[src/rtl/hack_dmem_arbiter_if.sv]
// Bus bundle between the Hack CPU data port, the screen reader and the data RAM.
// The arbiter takes the slave view; the clients/RAM side takes the master view.
interface hack_dmem_arbiter_if #(
  parameter int AW = 15,
  parameter int DW = 16
);
  logic          cpu_req;
  logic          cpu_we;
  logic [AW-1:0] cpu_addr;
  logic [DW-1:0] cpu_wdata;
  logic          cpu_stall;
  logic          cpu_rvalid;
  logic [DW-1:0] cpu_rdata;
  logic          vid_req;
  logic [AW-1:0] vid_addr;
  logic          vid_gnt;
  logic          vid_rvalid;
  logic [DW-1:0] vid_rdata;
  logic [AW-1:0] mem_addr;
  logic          mem_we;
  logic [DW-1:0] mem_wdata;
  logic [DW-1:0] mem_rdata;

  modport slave (
    input  cpu_req, cpu_we, cpu_addr, cpu_wdata, vid_req, vid_addr, mem_rdata,
    output cpu_stall, cpu_rvalid, cpu_rdata, vid_gnt, vid_rvalid, vid_rdata,
           mem_addr, mem_we, mem_wdata
  );

  modport master (
    output cpu_req, cpu_we, cpu_addr, cpu_wdata, vid_req, vid_addr, mem_rdata,
    input  cpu_stall, cpu_rvalid, cpu_rdata, vid_gnt, vid_rvalid, vid_rdata,
           mem_addr, mem_we, mem_wdata
  );
endinterface

[src/rtl/hack_dmem_arbiter.sv]
// Single-port data RAM arbiter: CPU has priority, video gets a forced slot after
// STARVE_MAX consecutive lost conflicts. Read data returns one cycle after grant.
module hack_dmem_arbiter #(
  parameter int AW         = 15,
  parameter int DW         = 16,
  parameter int STARVE_MAX = 4
) (
  input logic                clk,
  input logic                reset,
  hack_dmem_arbiter_if.slave bus
);
  typedef enum logic {PRI_CPU = 1'b0, FORCE_VID = 1'b1} state_t;

  state_t        state, nxt_state;
  logic [3:0]    starve_cnt, nxt_cnt, cnt_inc;
  logic [1:0]    rd_owner;
  logic          cpu_gnt, vid_gnt_c;
  logic [AW-1:0] addr_c;
  logic [DW-1:0] wdata_c;

  always_ff @(posedge clk or posedge reset) begin
    if (reset) begin
      state      <= PRI_CPU;
      starve_cnt <= 4'd0;
      rd_owner   <= 2'b00;
    end else begin
      state      <= nxt_state;
      starve_cnt <= nxt_cnt;
      rd_owner   <= {vid_gnt_c, cpu_gnt & ~bus.cpu_we};
    end
  end

  // Grants are forced low while reset is held so nothing reaches the RAM.
  always_comb begin
    cpu_gnt   = 1'b0;
    vid_gnt_c = 1'b0;
    if (!reset) begin
      if (state == FORCE_VID && bus.vid_req) vid_gnt_c = 1'b1;
      else if (bus.cpu_req)                  cpu_gnt   = 1'b1;
      else if (bus.vid_req)                  vid_gnt_c = 1'b1;
    end
  end

  always_comb begin
    cnt_inc   = (starve_cnt == 4'hF) ? 4'hF : starve_cnt + 4'd1;
    nxt_state = PRI_CPU;
    nxt_cnt   = 4'd0;
    if (bus.cpu_req && bus.vid_req && cpu_gnt) begin
      if (cnt_inc == 4'(STARVE_MAX)) nxt_state = FORCE_VID;
      else                           nxt_cnt   = cnt_inc;
    end
  end

  always_comb begin
    addr_c  = '0;
    wdata_c = '0;
    if (cpu_gnt) begin
      addr_c  = bus.cpu_addr;
      wdata_c = bus.cpu_wdata;
    end else if (vid_gnt_c) begin
      addr_c  = bus.vid_addr;
    end
    bus.mem_addr   = addr_c;
    bus.mem_wdata  = wdata_c;
    bus.mem_we     = cpu_gnt & bus.cpu_we;
    bus.cpu_stall  = bus.cpu_req & ~cpu_gnt & ~reset;
    bus.vid_gnt    = vid_gnt_c;
    bus.cpu_rvalid = rd_owner[0];
    bus.vid_rvalid = rd_owner[1];
    bus.cpu_rdata  = bus.mem_rdata;
    bus.vid_rdata  = bus.mem_rdata;
  end
endmodule

[src/flat_wrapper.sv]
// flat-port wrapper written by rule: the top's interface ports become plain ports
module hack_dmem_arbiter_flat 
#(
  parameter int AW         = 15,
  parameter int DW         = 16,
  parameter int STARVE_MAX = 4
)
  (clk, reset, bus_cpu_req, bus_cpu_we, bus_cpu_addr, bus_cpu_wdata, bus_vid_req, bus_vid_addr, bus_mem_rdata, bus_cpu_stall, bus_cpu_rvalid, bus_cpu_rdata, bus_vid_gnt, bus_vid_rvalid, bus_vid_rdata, bus_mem_addr, bus_mem_we, bus_mem_wdata);
  hack_dmem_arbiter_if #(.AW(AW), .DW(DW)) bus_i ();
  input logic clk;
  input logic reset;
  input wire logic [$bits(bus_i.cpu_req)-1:0] bus_cpu_req;
  input wire logic [$bits(bus_i.cpu_we)-1:0] bus_cpu_we;
  input wire logic [$bits(bus_i.cpu_addr)-1:0] bus_cpu_addr;
  input wire logic [$bits(bus_i.cpu_wdata)-1:0] bus_cpu_wdata;
  input wire logic [$bits(bus_i.vid_req)-1:0] bus_vid_req;
  input wire logic [$bits(bus_i.vid_addr)-1:0] bus_vid_addr;
  input wire logic [$bits(bus_i.mem_rdata)-1:0] bus_mem_rdata;
  output wire logic [$bits(bus_i.cpu_stall)-1:0] bus_cpu_stall;
  output wire logic [$bits(bus_i.cpu_rvalid)-1:0] bus_cpu_rvalid;
  output wire logic [$bits(bus_i.cpu_rdata)-1:0] bus_cpu_rdata;
  output wire logic [$bits(bus_i.vid_gnt)-1:0] bus_vid_gnt;
  output wire logic [$bits(bus_i.vid_rvalid)-1:0] bus_vid_rvalid;
  output wire logic [$bits(bus_i.vid_rdata)-1:0] bus_vid_rdata;
  output wire logic [$bits(bus_i.mem_addr)-1:0] bus_mem_addr;
  output wire logic [$bits(bus_i.mem_we)-1:0] bus_mem_we;
  output wire logic [$bits(bus_i.mem_wdata)-1:0] bus_mem_wdata;
  assign bus_i.cpu_req = bus_cpu_req;
  assign bus_i.cpu_we = bus_cpu_we;
  assign bus_i.cpu_addr = bus_cpu_addr;
  assign bus_i.cpu_wdata = bus_cpu_wdata;
  assign bus_i.vid_req = bus_vid_req;
  assign bus_i.vid_addr = bus_vid_addr;
  assign bus_i.mem_rdata = bus_mem_rdata;
  assign bus_cpu_stall = bus_i.cpu_stall;
  assign bus_cpu_rvalid = bus_i.cpu_rvalid;
  assign bus_cpu_rdata = bus_i.cpu_rdata;
  assign bus_vid_gnt = bus_i.vid_gnt;
  assign bus_vid_rvalid = bus_i.vid_rvalid;
  assign bus_vid_rdata = bus_i.vid_rdata;
  assign bus_mem_addr = bus_i.mem_addr;
  assign bus_mem_we = bus_i.mem_we;
  assign bus_mem_wdata = bus_i.mem_wdata;
  hack_dmem_arbiter #(.AW(AW), .DW(DW), .STARVE_MAX(STARVE_MAX)) u_core (.clk(clk), .reset(reset), .bus(bus_i));
endmodule
[config.mk]
export PLATFORM = sky130hd
export DESIGN_NAME = hack_dmem_arbiter_flat
export DESIGN_NICKNAME = d
export VERILOG_FILES = /design/src/rtl/hack_dmem_arbiter_if.sv /design/src/rtl/hack_dmem_arbiter.sv /design/src/flat_wrapper.sv
export SDC_FILE = /design/constraint.sdc
export NUM_CORES = 1
export LEC_CHECK = 0
export ABC_CLOCK_PERIOD_IN_PS = 1800
export BUFFER_PORTS_ARGS = -buffer_cell sky130_fd_sc_hd__buf_2
export CORE_MARGIN = 8
export CORE_UTILIZATION = 29
export DETAILED_ROUTE_END_ITERATION = 12
export GPL_ROUTABILITY_DRIVEN = 0
export PLACE_DENSITY = 0.92
export SYNTH_ARGS = -nofsm -noshare
export SYNTH_HDL_FRONTEND = slang
export SYNTH_SLANG_ARGS = --single-unit
[constraint.sdc]
create_clock -name clk -period 1.8 [get_ports clk]
set_input_delay 0.09 -clock clk [delete_from_list [all_inputs] [get_ports clk]]
set_output_delay 0.09 -clock clk [all_outputs]
set_load 0.1 [all_outputs]
Word level (Yosys, flattened, before mapping)
Index checks and enable logic that the tools add are counted.
{"block": "op_classes", "bitwise": 7, "add_sub_neg": 1, "reduce_logical": 3, "mux": 15, "eq_ne": 2}
{"cell": "15-bit two-way mux", "n": 2}
{"cell": "16-bit two-way mux", "n": 1}
{"cell": "4-bit two-way mux", "n": 3}
{"cell": "1-bit two-way mux", "n": 9}
{"cell": "4-bit by 1-bit adder with 4-bit output (second input constant)", "n": 1}
{"cell": "1-bit bitwise AND", "n": 4}
{"cell": "4-bit by 3-bit equality test with 1-bit output (second input constant)", "n": 1}
{"cell": "4-bit equality test (second input constant)", "n": 1}
{"cell": "1-bit logical AND", "n": 3}
{"cell": "1-bit NOT", "n": 3}
{"block": "word_totals", "output_inout_bits": 68, "reg_bits": 7, "word_cells": 31}

Logic depth before layout (Yosys ltp)
{"block": "depth", "word_depth": 6, "ltp_mapped": 5, "mapped_depth_nobuf": 4}

Worst setup path before layout
OpenSTA, ideal clock, no wires.
{"block": "synth_path", "path_type": "register to output", "start": "reg u_core.state", "end": "out bus_mem_addr[0]", "stages_incl_launch_ff": 6, "path_buffers": 2, "setup_slack_ns": -0.384, "t_arrival_ns": 2.094, "path_cell_list": "dfrtp_1 nand2b_1 and3_1 buf_2 buf_2 a22o_1"}
{"block": "synth_via", "elab_chain_len": 5}
{"element": "start: declaration", "line_no": "hack_dmem_arbiter.sv:14", "text": "state_t state, nxt_state;"}
{"element": "start signal: assignment", "line_no": "hack_dmem_arbiter.sv:27", "text": "state <= nxt_state;"}
{"element": "1-bit logical AND", "line_no": "hack_dmem_arbiter.sv:38", "text": "if (state == FORCE_VID && bus.vid_req) vid_gnt_c = 1'b1;"}
{"element": "1-bit two-way mux", "line_no": "hack_dmem_arbiter.sv:38"}
{"element": "1-bit two-way mux", "line_no": "hack_dmem_arbiter.sv:37", "text": "if (!reset) begin"}
{"element": "via bus_vid_gnt", "line_no": "flat_wrapper.sv:22", "text": "output wire logic [$bits(bus_i.vid_gnt)-1:0] bus_vid_gnt;"}
{"element": "15-bit two-way mux", "line_no": "hack_dmem_arbiter.sv:60", "text": "end else if (vid_gnt_c) begin"}
{"element": "15-bit two-way mux", "line_no": "hack_dmem_arbiter.sv:57", "text": "if (cpu_gnt) begin"}
{"element": "end: declaration", "line_no": "flat_wrapper.sv:25", "text": "output wire logic [$bits(bus_i.mem_addr)-1:0] bus_mem_addr;"}
The timed path passes the listed nets, and every way through them passes these cells.

Final worst setup path
{"block": "layout_path", "start": "in reset", "end": "out bus_mem_addr[10]"}
{"block": "layout_via", "elab_chain_len": 3}
{"element": "start: declaration", "line_no": "flat_wrapper.sv:11", "text": "input logic reset;"}
{"element": "1-bit two-way mux", "line_no": "hack_dmem_arbiter.sv:37"}
{"element": "15-bit two-way mux", "line_no": "hack_dmem_arbiter.sv:60"}
{"element": "15-bit two-way mux *", "line_no": "hack_dmem_arbiter.sv:57"}
Every way passes the cells marked *; elsewhere a longest branch is shown, timed or not.

==> results.txt <==
----------------------------------------------------
[Power and ir drop]
  Combinational group share of total power ... 62.6%
  Switching part of the total power ... 50.4%
  Psw ... 416 µW
  Int Pwr ... 410 µW
  Clock share of power ... 17.8%
  Cell Pwr Density ... 595 nW/µm²
  Largest vdd supply drop ... 0.428 mV
  Part of the total power dissipated in sequential elements ... 19.6%
  P_leak ... 0.000787 µW

[Layout]
  Antenna diode count ... 0
  Area growth from synthesis to layout ... 62.5%
  Finished layout cell area ... 1390 µm²
  Fin util ... 49.9%
  Share of final-layout standard cells stronger than drive strength 1 ... 65.2%
  Multi-input logic area ... 430 µm²
  # fillers ... 258
  Net count reported at finish ... 230
  Sequential Area ... 175 µm²

[Setup path]
  Data arrival time at the worst-slack endpoint ... 1.52 ns
  Family with the most delay on the worst path ... buffers and inverters
  Max incr delay on CP ... 0.54 ns
  Critical Path Stages ... 6
  Number of cells on the worst reg-to-reg path ... 4
  Cell-by-cell listing of the critical path ... buf_2 > dlygate4sd3_1 > inv_1 > and3_4 > a22o_1 > buf_12
  Worst endpoint required time ... 1.71 ns
  Nature of the critical path startpoint ... input port
  CP startpoint ... reset
  Maximum fanout count along the critical path ... 17
  Worst path bufs/invs ... 4
  Launch instance of the worst register-to-register path ... u_core.starve_cnt[0]$_DFF_PP0_
  Critical-path cell with the highest stage delay ... sky130_fd_sc_hd__dlygate4sd3_1
  Endpoint kind of the worst setup timing path ... primary output
  Start-to-end type of the worst setup path ... in2out

[Synthesis]
  EDFF count, synth ... 0
  Dominant cell by count in the synthesized netlist ... sky130_fd_sc_hd__buf_4
  Top area cells in the synthesized netlist ... sky130_fd_sc_hd__buf_4, sky130_fd_sc_hd__dfrtp_1, sky130_fd_sc_hd__a22o_1
  Cell count after synthesis ... 104
  Post-synth design cell area ... 855 µm²
  Yosys top cell by area ... sky130_fd_sc_hd__buf_4
  Net Count, Synth ... 172
  Mapped Avg Cell Area ... 8.22 µm²
  Number of distinct library cells after synthesis ... 24
  Total number of yosys warnings ... 0
  Fraction of the yosys area taken by sequential cells ... 20.5%
  Most frequently used flop master after synthesis ... sky130_fd_sc_hd__dfrtp_1
  Fraction of registers with async set/reset ... 100%
  Count of state elements after synthesis ... 7
  Commonest cells in the synthesized netlist ... sky130_fd_sc_hd__buf_4, sky130_fd_sc_hd__and3_1, sky130_fd_sc_hd__a22o_1, sky130_fd_sc_hd__dfrtp_1, sky130_fd_sc_hd__nor2_1
  Share of the synthesized area in the top cell type ... 28.1%

[Global route]
  Most congested layer reported by global routing ... met2
  Met3 usage in global routing ... 9.32%
  GRT Resource Usage Total ... 11.2%
  Via count of the first global-routing pass ... 994
  GR Layer Usage met1 ... 9.86%
  Wire length of the first global-routing pass ... 4620 µm
  Number of antenna violations at the first check in global routing ... 0
  Overflow left after global routing ... 0
  GR Util met2 ... 19.1%
  Largest net degree at the start of global routing ... 19

[Timing]
  Final max-slew violation count ... 0
  Final setup violation count ... 0
  Setup repair after global routing missed its margin ... false
  Clock period minus worst slack ... 1.61 ns
  Setup clock skew after layout ... 0.0118 ns
  Share of the clock period used by the worst path after layout ... 89.4%
  Worst slew margin ... 67.0%
  Worst Setup Slack, final ... 0.190 ns
  Count of final hold-check violations ... 0
  Worst-Margin Slew ... 0.499 ns
  Maximum clock rate ... 621 MHz

[Drt]
  DRT Pass-1 Iters ... 4
  Routed via count ... 935
  Routed Wire Length ... 2920 µm
  Number of DRC markers after the initial detailed-route iteration ... 21
  Residual DRC ... 0
  Vias per std cell ... 4.87
  WL per Instance ... 15.2 µm
  Final ANT Viol Nets ... 0

[Clocking]
  TritonCTS Buffers ... 3
  Clk Tree Root Cell ... sky130_fd_sc_hd__clkbuf_4
  TritonCTS clock tree ... yes
  Buffers inserted during post-CTS setup optimization ... 0
  # H-tree levels ... 1
  Number of sinks driven by the clock tree ... 7
  Number of buffers on the longest clock path ... 2
  Latest clock arrival within the worst-skew pair ... 0.26 ns

[Floorplanning]
  Core box area ... 2780 µm²
  Cell row count ... 19
  Effective utilization at floorplan ... 30.7%
  Chip Height ... 70.3 µm
  Floorplan die area ... 4940 µm²
  Number of ports placed on the die boundary ... 135
  X dimension of the die ... 70.3 µm

[Worst hold path]
  Hold path startpoint ... bus_mem_rdata[15]
  Worst Hold Depth ... 0
  Worst hold path class ... in2out

[Placed design]
  Placed inst area ... 1330 µm²
  Setup slack at placement ... 0.145 ns
  Placed wire-length estimate after detailed placement ... 2490 µm
  Number of buffers added on ports ... 86

[Job]
  MaxCap Viol Count ... 0

[Run status]
  Result of the run ... finished clean

----------------------------------------------------
## worst reg2reg max path: stages (launching register included)
cell,delay (ns)
sky130_fd_sc_hd__dfrtp_1,0.42
sky130_fd_sc_hd__ha_1,0.29
sky130_fd_sc_hd__nor3b_1,0.17
sky130_fd_sc_hd__o311ai_1,0.31
sky130_fd_sc_hd__nor4b_2,0.25
## area by class of cell
cell class	count	share of cell area [%]
Sequential cell	7	12.6
Inverter	2	0.541
Timing Repair Buffer	90	51.2
Tap cell	31	2.79
Multi-Input combinational cell	58	31.0
Clock buffer	4	1.89
## per-stage QoR
step / setup TNS, ns / hold WS [ns] / total power [µW] / cells
detailed placement: 0 / 0.0864 / 679 / 186
global route: 0 / 0.180 / 862 / 192
floorplan: -1.02 / -0.102 / 836 / 104
CTS: 0 / 0.181 / 832 / 192
global placement: 0 / 0.0846 / 675 / 186
finish: 0 / 0.180 / 826 / 192
## layout by cell type (no fill, tap or decap), types with 2 or more instances in the layout
cell,count
sky130_fd_sc_hd__dfrtp_1,7
sky130_fd_sc_hd__nand2b_1,2
sky130_fd_sc_hd__a21oi_1,2
sky130_fd_sc_hd__a22o_2,9
sky130_fd_sc_hd__inv_1,2
sky130_fd_sc_hd__buf_12,16
sky130_fd_sc_hd__dlygate4sd3_1,2
sky130_fd_sc_hd__buf_2,68
sky130_fd_sc_hd__nor2_1,4
sky130_fd_sc_hd__nand3_1,2
sky130_fd_sc_hd__buf_4,2
sky130_fd_sc_hd__a22o_1,6
sky130_fd_sc_hd__and3_1,17
sky130_fd_sc_hd__clkbuf_4,5
## sequential cells by signal, summed over array words and instances, names as in the netlist
name,count
u_core.state,1
u_core.starve_cnt,4
u_core.rd_owner,2
## logic make-up after synthesis
| logic type | Yosys count | synth area share (%) |
|---|---|---|
| DFF | 7 | 20.5 |
| adders and majority gates | 1 | 1.46 |
| AOI/OAI and AO/OA | 21 | 20.2 |
| buffers and inverters | 39 | 31.6 |
| and+or+nand+nor | 36 | 26.2 |
## worst paths after layout
check / end / slack, ns
worst max-delay path: bus_mem_addr[10] / 0.19
worst min register to register: u_core.starve_cnt[0]$_DFF_PP0_ / 0.54
worst max register to register: u_core.starve_cnt[2]$_DFF_PP0_ / 0.28
min in group asynchronous: u_core.rd_owner[0]$_DFF_PP0_ / 0.37
worst min-delay path: bus_cpu_rdata[15] / 0.18
max in group asynchronous: u_core.starve_cnt[1]$_DFF_PP0_ / 1.29
## routing by layer
metal / share of wire (%) / wire [µm] / vias up
met5: 0 / 0 / -
met4: 1.5 / 44 / 0
met3: 17 / 496 / 9
met2: 51 / 1480 / 63
met1: 31 / 902 / 403
li1: - / - / 460
## power by group through the flow
| stage | logic (µW) | registers, µW | clock network [µW] |
|---|---|---|---|
| 6_report | 517 | 162 | 147 |
| 5_1_grt | 535 | 163 | 165 |
| 4_1_cts | 519 | 162 | 152 |
| 3_5_place_dp | 514 | 165 | 0 |
| 3_3_place_gp | 510 | 165 | 0 |
| 2_1_floorplan | 659 | 177 | 0 |
## timing repair
item                       4_1_cts  5_1_grt
hold buffers                     2        0
hold endpoints to repair         8        0
setup endpoints to repair       15       32
pin swaps                        0        0
cloned                           0        0
gates resized for setup          1        4
Power figures use the tool's default switching activity.
